## config.mk

```make
export PLATFORM = sky130hd
export DESIGN_NAME = inst_fetch_unit
export DESIGN_NICKNAME = d
export VERILOG_FILES = /design/src/rtl/inst_fetch_unit_pkg.sv /design/src/rtl/inst_predecode.sv /design/src/rtl/inst_fetch_unit.sv
export SDC_FILE = /design/constraint.sdc
export NUM_CORES = 1
export LEC_CHECK = 0
export CAP_MARGIN = 5
export CORE_MARGIN = 5
export CORE_UTILIZATION = 38
export DETAILED_ROUTE_END_ITERATION = 12
export PLACE_DENSITY = 0.72
export SYNTH_ARGS = -nofsm -noshare
export SYNTH_HDL_FRONTEND = slang
export SYNTH_SLANG_ARGS = --single-unit
export TNS_END_PERCENT = 1
```

## constraint.sdc

```tcl
create_clock -name clk_in -period 7.2 [get_ports clk_in]
set_clock_uncertainty 0.2 [all_clocks]
set_input_delay 1.44 -clock clk_in [delete_from_list [all_inputs] [get_ports clk_in]]
set_output_delay 1.44 -clock clk_in [all_outputs]
set_load 0.01 [all_outputs]
```

## src/rtl/inst_fetch_unit_pkg.sv

```systemverilog
// Shared constants for the fetch front end: reset PC, RV32I/RV32C
// control-flow encodings and the fetch FSM state type.
package inst_fetch_unit_pkg;

    localparam logic [31:0] DEFAULT_RESET_PC = 32'h0000_0000;

    localparam logic [6:0] OP_BRANCH = 7'b1100011;
    localparam logic [6:0] OP_JAL    = 7'b1101111;
    localparam logic [6:0] OP_JALR   = 7'b1100111;

    localparam logic [1:0] C_Q1 = 2'b01;
    localparam logic [1:0] C_Q2 = 2'b10;

    localparam logic [2:0] C1_JAL  = 3'b001;
    localparam logic [2:0] C1_J    = 3'b101;
    localparam logic [2:0] C1_BEQZ = 3'b110;
    localparam logic [2:0] C1_BNEZ = 3'b111;
    localparam logic [2:0] C2_JR   = 3'b100;

    typedef enum logic [2:0] {
        ST_ISSUE   = 3'd0,
        ST_WAIT_LO = 3'd1,
        ST_WAIT_HI = 3'd2,
        ST_DISCARD = 3'd3,
        ST_STALL   = 3'd4
    } fetch_state_t;

    // A parcel whose low two bits are not 2'b11 is a 16-bit instruction.
    function automatic logic is_compressed(input logic [1:0] low_bits);
        return (low_bits != 2'b11);
    endfunction

endpackage

```

## src/rtl/inst_predecode.sv

```systemverilog
// Combinational pre-decoder: instruction length, control-flow class and
// the sign-extended B/J/CB/CJ offset of the instruction at the fetch PC.
module inst_predecode
    import inst_fetch_unit_pkg::*;
(
    input  logic [31:0] inst,
    output logic        is_long,
    output logic        is_branch,
    output logic        is_jal,
    output logic        is_jalr,
    output logic [31:0] imm
);

    logic [31:0] imm_b_s;
    logic [31:0] imm_j_s;
    logic [31:0] imm_cb_s;
    logic [31:0] imm_cj_s;

    assign imm_b_s  = {{20{inst[31]}}, inst[7], inst[30:25], inst[11:8], 1'b0};
    assign imm_j_s  = {{12{inst[31]}}, inst[19:12], inst[20], inst[30:21], 1'b0};
    assign imm_cb_s = {{23{inst[12]}}, inst[12], inst[6:5], inst[2], inst[11:10],
                       inst[4:3], 1'b0};
    assign imm_cj_s = {{20{inst[12]}}, inst[12], inst[8], inst[10:9], inst[6],
                       inst[7], inst[2], inst[11], inst[5:3], 1'b0};

    // Classify the instruction and pick the matching offset
    always_comb begin
        is_long   = 1'b0;
        is_branch = 1'b0;
        is_jal    = 1'b0;
        is_jalr   = 1'b0;
        imm       = 32'h0000_0000;
        if (!is_compressed(inst[1:0])) begin
            is_long = 1'b1;
            case (inst[6:0])
                OP_BRANCH: begin is_branch = 1'b1; imm = imm_b_s; end
                OP_JAL:    begin is_jal    = 1'b1; imm = imm_j_s; end
                OP_JALR:   is_jalr = 1'b1;
                default:   imm = 32'h0000_0000;
            endcase
        end else if (inst[1:0] == C_Q1) begin
            case (inst[15:13])
                C1_JAL, C1_J:     begin is_jal    = 1'b1; imm = imm_cj_s; end
                C1_BEQZ, C1_BNEZ: begin is_branch = 1'b1; imm = imm_cb_s; end
                default:          imm = 32'h0000_0000;
            endcase
        end else if (inst[1:0] == C_Q2) begin
            // c.jr / c.jalr: rs1 != 0, rs2 == 0 (bit 12 picks link or not)
            if ((inst[15:13] == C2_JR) && (inst[11:7] != 5'd0) && (inst[6:2] == 5'd0)) begin
                is_jalr = 1'b1;
            end else begin
                is_jalr = 1'b0;
            end
        end else begin
            imm = 32'h0000_0000;
        end
    end

endmodule

```

## src/rtl/inst_fetch_unit.sv

```systemverilog
// Fetch stage: one-word instruction buffer, 2-byte aligned instruction
// assembly (including word-straddling 32-bit instructions), redirect and
// mispredict handling, JALR stall, and push into the fetch output queue.
module inst_fetch_unit
    import inst_fetch_unit_pkg::*;
#(
    parameter logic [31:0] RESET_PC = DEFAULT_RESET_PC
) (
    input  logic        clk_in,
    input  logic        rst_in,
    input  logic        rdy_in,
    output logic        icache_req,
    output logic [31:0] icache_addr,
    input  logic        icache_valid,
    input  logic [31:0] icache_data,
    output logic        branch,
    output logic [31:0] imm,
    output logic        inst_length,
    output logic [31:0] pc_out,
    input  logic        need_branch,
    input  logic [31:0] branch_addr,
    input  logic        predict_fail,
    input  logic [31:0] fail_addr,
    input  logic        foq_full,
    output logic        foq_push,
    output logic [31:0] foq_inst,
    output logic [31:0] foq_pc,
    output logic        foq_len,
    output logic        foq_pred,
    input  logic        jalr_resolved,
    input  logic [31:0] jalr_target
);

    fetch_state_t state_r, state_next_s;
    logic [31:0]  pc_r, pc_next_s;
    logic         buf_valid_r, buf_valid_next_s;
    logic [29:0]  buf_tag_r, buf_tag_next_s;
    logic [31:0]  buf_data_r, buf_data_next_s;
    logic [15:0]  half_reg_r, half_reg_next_s;
    logic         hi_ready_r, hi_ready_next_s;
    logic         req_r, req_next_s;
    logic [31:0]  addr_r, addr_next_s;

    logic        hit_s, avail_s, need_hi_s, miss_s, issue_ok_s, fire_s;
    logic [31:0] cand_s, inst_s, step_s;
    logic        pd_long_s, pd_branch_s, pd_jal_s, pd_jalr_s;
    logic [31:0] pd_imm_s;

    inst_predecode u_predecode (
        .inst      (cand_s),
        .is_long   (pd_long_s),
        .is_branch (pd_branch_s),
        .is_jal    (pd_jal_s),
        .is_jalr   (pd_jalr_s),
        .imm       (pd_imm_s)
    );

    // Locate the instruction at pc in the buffer / straddle assembly
    always_comb begin
        hit_s     = buf_valid_r && (buf_tag_r == pc_r[31:2]);
        avail_s   = 1'b0;
        need_hi_s = 1'b0;
        miss_s    = 1'b0;
        cand_s    = 32'h0000_0000;
        if (hi_ready_r) begin
            avail_s = 1'b1;
            cand_s  = {buf_data_r[15:0], half_reg_r};
        end else if (hit_s && !pc_r[1]) begin
            avail_s = 1'b1;
            cand_s  = buf_data_r;
        end else if (hit_s && is_compressed(buf_data_r[17:16])) begin
            avail_s = 1'b1;
            cand_s  = {16'h0000, buf_data_r[31:16]};
        end else if (hit_s) begin
            need_hi_s = 1'b1;
        end else begin
            miss_s = 1'b1;
        end
    end

    assign inst_s     = pd_long_s ? cand_s : {16'h0000, cand_s[15:0]};
    assign step_s     = pd_long_s ? 32'd4 : 32'd2;
    assign issue_ok_s = (state_r == ST_ISSUE) && avail_s;
    assign fire_s     = issue_ok_s && rdy_in && !foq_full && !predict_fail;

    assign branch      = issue_ok_s && pd_branch_s;
    assign imm         = issue_ok_s ? pd_imm_s : 32'h0000_0000;
    assign inst_length = issue_ok_s && pd_long_s;
    assign pc_out      = issue_ok_s ? pc_r : 32'h0000_0000;

    assign foq_push = fire_s;
    assign foq_inst = fire_s ? inst_s : 32'h0000_0000;
    assign foq_pc   = fire_s ? pc_r : 32'h0000_0000;
    assign foq_len  = fire_s && pd_long_s;
    assign foq_pred = fire_s && (pd_jal_s || (pd_branch_s && need_branch));

    assign icache_req  = req_r;
    assign icache_addr = addr_r;

    // Next-state and next-PC decision for the fetch FSM
    always_comb begin
        state_next_s     = state_r;
        pc_next_s        = pc_r;
        buf_valid_next_s = buf_valid_r;
        buf_tag_next_s   = buf_tag_r;
        buf_data_next_s  = buf_data_r;
        half_reg_next_s  = half_reg_r;
        hi_ready_next_s  = hi_ready_r;
        req_next_s       = req_r;
        addr_next_s      = addr_r;
        if (predict_fail) begin
            pc_next_s       = fail_addr;
            hi_ready_next_s = 1'b0;
            case (state_r)
                ST_WAIT_LO, ST_WAIT_HI: begin
                    req_next_s = 1'b0;
                    if (icache_valid) begin
                        buf_valid_next_s = 1'b1;
                        buf_tag_next_s   = addr_r[31:2];
                        buf_data_next_s  = icache_data;
                        state_next_s     = ST_ISSUE;
                    end else begin
                        state_next_s = ST_DISCARD;
                    end
                end
                ST_DISCARD: begin
                    if (icache_valid) begin
                        state_next_s = ST_ISSUE;
                    end else begin
                        state_next_s = ST_DISCARD;
                    end
                end
                default: state_next_s = ST_ISSUE;
            endcase
        end else begin
            case (state_r)
                ST_ISSUE: begin
                    if (fire_s) begin
                        hi_ready_next_s = 1'b0;
                        if (pd_branch_s) begin
                            pc_next_s = branch_addr;
                        end else if (pd_jal_s) begin
                            pc_next_s = pc_r + pd_imm_s;
                        end else if (pd_jalr_s) begin
                            pc_next_s    = pc_r + step_s;
                            state_next_s = ST_STALL;
                        end else begin
                            pc_next_s = pc_r + step_s;
                        end
                    end else if (need_hi_s) begin
                        half_reg_next_s = buf_data_r[31:16];
                        addr_next_s     = {pc_r[31:2] + 30'd1, 2'b00};
                        req_next_s      = 1'b1;
                        state_next_s    = ST_WAIT_HI;
                    end else if (miss_s) begin
                        addr_next_s  = {pc_r[31:2], 2'b00};
                        req_next_s   = 1'b1;
                        state_next_s = ST_WAIT_LO;
                    end else begin
                        state_next_s = ST_ISSUE;
                    end
                end
                ST_WAIT_LO, ST_WAIT_HI: begin
                    if (icache_valid) begin
                        buf_valid_next_s = 1'b1;
                        buf_tag_next_s   = addr_r[31:2];
                        buf_data_next_s  = icache_data;
                        hi_ready_next_s  = (state_r == ST_WAIT_HI);
                        req_next_s       = 1'b0;
                        state_next_s     = ST_ISSUE;
                    end else begin
                        state_next_s = state_r;
                    end
                end
                ST_DISCARD: begin
                    if (icache_valid) begin
                        state_next_s = ST_ISSUE;
                    end else begin
                        state_next_s = ST_DISCARD;
                    end
                end
                ST_STALL: begin
                    if (jalr_resolved) begin
                        pc_next_s    = jalr_target;
                        state_next_s = ST_ISSUE;
                    end else begin
                        state_next_s = ST_STALL;
                    end
                end
                default: state_next_s = ST_ISSUE;
            endcase
        end
    end

    // State register; rdy_in low freezes everything
    always_ff @(posedge clk_in or posedge rst_in) begin
        if (rst_in) begin
            state_r     <= ST_ISSUE;
            pc_r        <= RESET_PC;
            buf_valid_r <= 1'b0;
            buf_tag_r   <= 30'd0;
            buf_data_r  <= 32'h0000_0000;
            half_reg_r  <= 16'h0000;
            hi_ready_r  <= 1'b0;
            req_r       <= 1'b0;
            addr_r      <= 32'h0000_0000;
        end else if (rdy_in) begin
            state_r     <= state_next_s;
            pc_r        <= pc_next_s;
            buf_valid_r <= buf_valid_next_s;
            buf_tag_r   <= buf_tag_next_s;
            buf_data_r  <= buf_data_next_s;
            half_reg_r  <= half_reg_next_s;
            hi_ready_r  <= hi_ready_next_s;
            req_r       <= req_next_s;
            addr_r      <= addr_next_s;
        end
    end

endmodule

```

=== Yosys cells after proc, flatten, opt, wreduce, memory -nomap -nowiden ===
Index checks and enable logic that the tools add are counted.

* Register bits after elaboration: 148
* Bits in latches: 0
* RAM bits: 0
* ROM bits: 0
* Input bits: 136
* Output and inout port bits: 166
* Logic and storage cells: 145
* Memories: 0

* Add/subtract/negate cells: 3
* $mul: 0
* Divide/modulo/power cells: 0
* $lt $le $gt $ge: 0
* Equal/unequal tests: 26
* Shifts and indexed selects: 0
* Muxes and demuxes: 69
* Bitwise operators: 2
* Reduce and logical (&&, ||, !) cells: 36

{| class="wikitable"
|+ Operator list
! operator !! number
|-
| $mux W32 || 16
|-
| $pmux W32 S2 || 3
|-
| $mux W1 || 35
|-
| $add A32 B3 Y32 || 1
|-
| $add A32 B32 Y32 || 1
|-
| $add A30 B1 Y30 const B || 1
|-
| $eq A30 B30 Y1 || 1
|-
| $mux W3 || 9
|-
| $eq A7 B7 Y1 const B || 3
|-
| $mux W16 || 1
|-
| $ne A4 B4 Y1 const B || 4
|-
| $eq A3 B3 Y1 const B || 5
|-
| $reduce_and A5 Y1 || 3
|-
| $logic_and A1 B1 Y1 || 14
|-
| $ne A3 B3 Y1 const B || 4
|-
| $pmux W3 S4 || 1
|-
| $reduce_and A4 Y1 || 2
|-
| $eq A3 B1 Y1 const B || 2
|-
| $eq A3 B2 Y1 const B || 2
|-
| $reduce_and A6 Y1 || 1
|-
| $reduce_bool A3 Y1 || 2
|-
| $reduce_or A2 Y1 || 3
|-
| $logic_not A5 Y1 || 1
|-
| $reduce_bool A5 Y1 || 1
|-
| other kinds (13) || 20
|}

=== Depth between registers and ports, before layout ===
* Word-level depth: 19
* Depth in mapped cells: 26
* Depth with buffers taken out: 21

=== Hierarchy ===
From an unflattened synthesis, not the netlist that was laid out.

* Cell total of the unflattened synthesis: 1,336
* Area, all modules: 11,431.0 µm²

{| class="wikitable"
|+ By module, submodules not included
! module !! times used !! cells each !! area each (µm²) !! seq. area each (µm²)
|-
| inst_fetch_unit || 1 || 1,252 || 10,842.9 || 3,653.5
|-
| inst_predecode || 1 || 84 || 588.1 || 0.0
|}

=== Least setup slack after synthesis ===
No wires, ideal clock.

* Kind: flip-flop to flip-flop
* Start: register pc_r[2]
* End: register pc_r[27]
* Setup time: 77 ps
* Arrival: 5,294 ps
* Data required time: 6,923 ps
* Slack: 1,629 ps
* Stages on the path, launching flop included: 26
* Buffers on the path: 4
* Clock period less this slack: 5,571 ps
* Path through: dfrtp_1 -> xnor2_1 -> nand4_1 -> or4_1 -> clkbuf_1 -> o41a_1 -> a211oi_4 -> nand2_2 -> or2_1 -> buf_2 -> a21o_1 -> buf_6 -> nand2b_4 -> buf_6 -> nor2_2 -> ha_1 -> nand2_1 -> o21ai_0 -> a211oi_1 -> o31ai_1 -> nand2b_1 -> a21oi_1 -> mux2i_1 -> or3_1 -> a211o_1 -> a21oi_1

* Word-level cells in the longest chain between the ends: 17
* Elaborated cells on any way between the ends: 46
* Those cells by class: add/sub: 2; eq/ne: 10; mux: 24; reduce/logical: 10

{| class="wikitable"
|+ Ends and longest elaborated chain
! item !! line !! source
|-
| start: declaration || inst_fetch_unit.sv:35 || <nowiki>logic [31:0] pc_r, pc_next_s;</nowiki>
|-
| start signal: assignment || inst_fetch_unit.sv:209 || <nowiki>pc_r <= pc_next_s;</nowiki>
|-
| $eq A30 B30 Y1 || inst_fetch_unit.sv:60 || <nowiki>hit_s = buf_valid_r && (buf_tag_r == pc_r[31:2]);</nowiki>
|-
| $logic_and A1 B1 Y1 || inst_fetch_unit.sv:60 ||
|-
| $logic_and A1 B1 Y1 || inst_fetch_unit.sv:71 || <nowiki>end else if (hit_s && is_compressed(buf_data_r[17:16])) begin</nowiki>
|-
| $mux W16 || inst_fetch_unit.sv:71 ||
|-
| $mux W32 || inst_fetch_unit.sv:68 || <nowiki>end else if (hit_s && !pc_r[1]) begin</nowiki>
|-
| $mux W32 || inst_fetch_unit.sv:65 || <nowiki>if (hi_ready_r) begin</nowiki>
|-
| $eq A3 B3 Y1 or $eq A3 B1 Y1 (tied branches) || inst_predecode.sv:42 || <nowiki>case (inst[15:13])</nowiki>
|-
| $reduce_or A2 Y1 || inst_predecode.sv:42 ||
|-
| $pmux W32 S2 || inst_predecode.sv:42 ||
|-
| $mux W32 || inst_predecode.sv:41 || <nowiki>end else if (inst[1:0] == C_Q1) begin</nowiki>
|-
| $mux W32 || inst_predecode.sv:33 || <nowiki>if (!is_compressed(inst[1:0])) begin</nowiki>
|-
| $add A32 B32 Y32 || inst_fetch_unit.sv:143 || <nowiki>pc_next_s = pc_r + pd_imm_s;</nowiki>
|-
| $mux W32 || inst_fetch_unit.sv:142 || <nowiki>end else if (pd_jal_s) begin</nowiki>
|-
| $mux W32 || inst_fetch_unit.sv:140 || <nowiki>if (pd_branch_s) begin</nowiki>
|-
| $mux W32 || inst_fetch_unit.sv:138 || <nowiki>if (fire_s) begin</nowiki>
|-
| $pmux W32 S2 || inst_fetch_unit.sv:136 || <nowiki>case (state_r)</nowiki>
|-
| $mux W32 || inst_fetch_unit.sv:111 || <nowiki>if (predict_fail) begin</nowiki>
|}

Parallel ways exist; a longest one is shown, timed or not. The select of a mux whose other input is x is not followed.
A chain may end at the register's enable or synchronous reset.

=== Final worst setup path ===
* Start: register pc_r[24]
* End: output port imm[20]

* Word-level cells in the longest chain between the ends: 12
* Elaborated cells on any way between the ends: 26
* Those cells by class: eq/ne: 9; mux: 11; reduce/logical: 6

{| class="wikitable"
|+ Ends and longest elaborated chain
! item !! line !! source
|-
| $eq A30 B30 Y1 (*) || inst_fetch_unit.sv:60 ||
|-
| $logic_and A1 B1 Y1 (*) || inst_fetch_unit.sv:60 ||
|-
| $logic_and A1 B1 Y1 || inst_fetch_unit.sv:71 ||
|-
| $mux W16 || inst_fetch_unit.sv:71 ||
|-
| $mux W32 || inst_fetch_unit.sv:68 ||
|-
| $mux W32 || inst_fetch_unit.sv:65 ||
|-
| $eq A3 B3 Y1 or $eq A3 B1 Y1 (tied branches) || inst_predecode.sv:42 ||
|-
| $reduce_or A2 Y1 || inst_predecode.sv:42 ||
|-
| $pmux W32 S2 || inst_predecode.sv:42 ||
|-
| $mux W32 || inst_predecode.sv:41 ||
|-
| $mux W32 || inst_predecode.sv:33 ||
|-
| $mux W32 (*) || inst_fetch_unit.sv:87 || <nowiki>assign imm = issue_ok_s ? pd_imm_s : 32'h0000_0000;</nowiki>
|-
| end: declaration || inst_fetch_unit.sv:17 || <nowiki>output logic [31:0] imm,</nowiki>
|}

Mark *: on every way between the ends. The rest lies on a longest branch, timed or not.

==> flow_summary.ini <==
[status]
status = completed

[worst_setup_path]
cp_max_fo = 14
cp_data_required_time_ns = 5.56
crit_arrival_ns = 5.08
end_kind = output pin
path_class = reg -> out
crit_path_start_kind = flop

[die]
rows = 62
num_io_pins = 302
initial_utilization = 0.384
die_x_um = 180
core_area_um2 = 28600
die_area_um2 = 32500
chipHeight_um = 180

[final_layout]
mostFrequentLayoutCells = clkdlybuf4s50_1, dfrtp_1, nor2_1, a21oi_1, nand2_1
fill_cells = 2730
syn_to_final_growth_pct = 36.0
drive_above_1_share = 0.116
n_antenna_cell = 0
fin_nets = 1730
fin_util = 0.523
layout_commonest_cell = clkdlybuf4s50_1

[clocking]
cts_max_level = 4
clkTransAtPathRegs_ns = 0.08
cts_resized = 0
cts_root_buf = clkbuf_16
postCtsSetupBuffers = 0
cts_buffers = 17
cts.hold.buffers_added = 0
cts_tree = yes
numClockSinks = 146
clock_path_buffers = 2
clk_latency_ns = 0.44

[routing]
drc = 0
wl_per_cell_um = 23.7
wl_mm = 46.4
vias_per_cell = 5.76
ant_nets = 0
dr.pass1.iters = 5
vias = 11300
drtIter0Drc = 1043

[global_route]
grt_max_degree = 106
grt-ovfl-total = 0
grt_usage = 0.274
grt_pass1_vias = 11400
grt_pass1_wl_mm = 69.6
antenna_found_initial = 0

[pwr]
swShare = 0.400
irDropWorstVdd_mv = 0.181
p_comb_frac = 0.381
leakage_nw = 6.19
p_seq_frac = 0.379
p_int_w = 0.00233
p_switching_w = 0.00156
powerDensity_nw_per_um2 = 260
p_clk_frac = 0.241

[synth]
synthCells = 1305
yosysWarningCount = 0
synth_edf_count = 0
synth_area_um2 = 11000
synth.distinct_cells = 75
yosysTopAreaCell = dfrtp_1
synthArstFlopShare = 1.00
synth.top_cell.area_share = 0.332
synth_top_flop_cell = dfrtp_1
synthTopCellsByArea = dfrtp_1, mux2_2, a21oi_1, nor2_1, xnor2_1
ys_seq_elements = 146
avgSynthCellArea_um2 = 8.43
yosysSeqAreaShare = 0.332

[run]
cap_violations = 0

[place]
gp_congestion = 1.00
port_buffers = 298
place_hpwl_mm = 35.8

[min_path]
hold_path.class = reg -> reg

[sta]
drv_slew = 0
rsz0062_at_grt = false
slew_headroom = 0.342
min_period_ns = 6.72
max_freq_ghz = 0.149
setup_viol = 0
tightest_slew_ns = 0.987
fin_crit_sh = 0.933
hold_viol_final = 0
tns_ns = 0
power by group through the flow:
stage	combinational (W)	sequential [W]	clock, W
final	0.00148	0.00147	0.000936
after detailed placement	0.00146	0.00148	0
after CTS	0.00147	0.00147	0.000944
after global placement	0.00144	0.00148	0
after floorplan	0.000893	0.00137	0
after global routing	0.00160	0.00151	0.000985
stage by stage:
stage	cell area, um2	worst slack (ns)	total power [W]	cells	hold WS [ns]
final	15000	0.479	0.00389	1959	0.297
after CTS	15000	0.493	0.00389	1959	0.295
after global routing	15000	0.115	0.00409	1959	0.314
after detailed placement	14300	0.801	0.00294	1927	0.279
after global placement	14300	0.939	0.00292	1927	0.273
after floorplan	11000	1.63	0.00226	1307	0.253
worst max-delay path, stage by stage, from the launching register on:
cell and delay, ns:
dfrtp_1 0.54, xnor2_1 0.31, nand3_1 0.13, nor4_1 0.59, nand3_1 0.13, buf_4 0.24
o41ai_1 0.36, buf_4 0.19, o21ai_0 0.19, o21ai_0 0.53, nand3_1 0.42, nor2_1 0.24
buf_4 0.19, clkdlybuf4s50_1 0.57
flip-flops by register name (all words and copies together), names as in the netlist:
name	cells
icache_req	1
state_r	3
buf_tag_r	30
pc_r	32
icache_addr	30
buf_data_r	32
buf_valid_r	1
half_reg_r	16
hi_ready_r	1
layer usage:
metal	vias up	wire length, um	track usage
li1	5169	-	-
met1	5418	19400	0.356
met2	592	21200	0.436
met3	99	3900	0.0743
met4	0	1940	0.106
met5	-	0	0
final timing paths:
path | from | endpoint | slack, ns | depth (start not counted)
worst max register to register | pc_r[5]$_DFFE_PP0P_ | pc_r[27]$_DFFE_PP0P_ | 0.59 | 21
worst max-delay path | pc_r[24]$_DFFE_PP0P_ | imm[20] | 0.48 | 13
max in group asynchronous | rst_in | pc_r[4]$_DFFE_PP0P_ | 4.27 | 3
min in group asynchronous | rst_in | half_reg_r[3]$_DFFE_PP0P_ | 1.40 | 2
worst min-delay path | half_reg_r[1]$_DFFE_PP0P_ | half_reg_r[1]$_DFFE_PP0P_ | 0.30 | 2
worst min register to register | half_reg_r[1]$_DFFE_PP0P_ | half_reg_r[1]$_DFFE_PP0P_ | 0.30 | 2
synth_stat cells, types with 7 or more instances:
library cell  count
dfrtp_1         146
nor2_1          146
a21oi_1         111
nand2_1         103
mux2_2           74
o21ai_0          72
clkbuf_1         71
xnor2_1          54
and3_1           48
and2_1           40
ha_1             31
nand3_1          29
mux2i_1          28
nand4_1          28
xor2_1           28
a211oi_1         22
inv_1            22
buf_4            16
nor2b_1          16
a21o_1           14
a22oi_1          12
nand2b_1         12
a31oi_1          11
o31ai_1          11
buf_2            10
or3_1            10
nor2_2            8
nor4_1            7
o41ai_1           7
kinds of logic (layout without fill, tap and decap cells):
group,count (synthesis),count (layout),synth area share
DFF,146,146,0.332
buffers and inverters,127,395,0.0513
muxes,102,102,0.101
xor gates and xnor gates,84,84,0.0682
AOI/OAI and AO/OA,330,330,0.191
other,1,3,0.000341
adders and majority gates,32,32,0.0371
and+or+nand+nor,483,483,0.219
cell type report:
| class | instances | area (um2) | area share |
|---|---|---|---|
| Timing Repair Buffer | 340 | 3290 | 0.220 |
| Tap cell | 384 | 480 | 0.0321 |
| Multi-Input combinational cell | 1034 | 6820 | 0.456 |
| Clock buffer | 17 | 425 | 0.0284 |
| Clock inverter | 15 | 199 | 0.0133 |
| Inverter | 23 | 91.3 | 0.00610 |
| Sequential cell | 146 | 3650 | 0.244 |
Power figures use the tool's default switching activity.
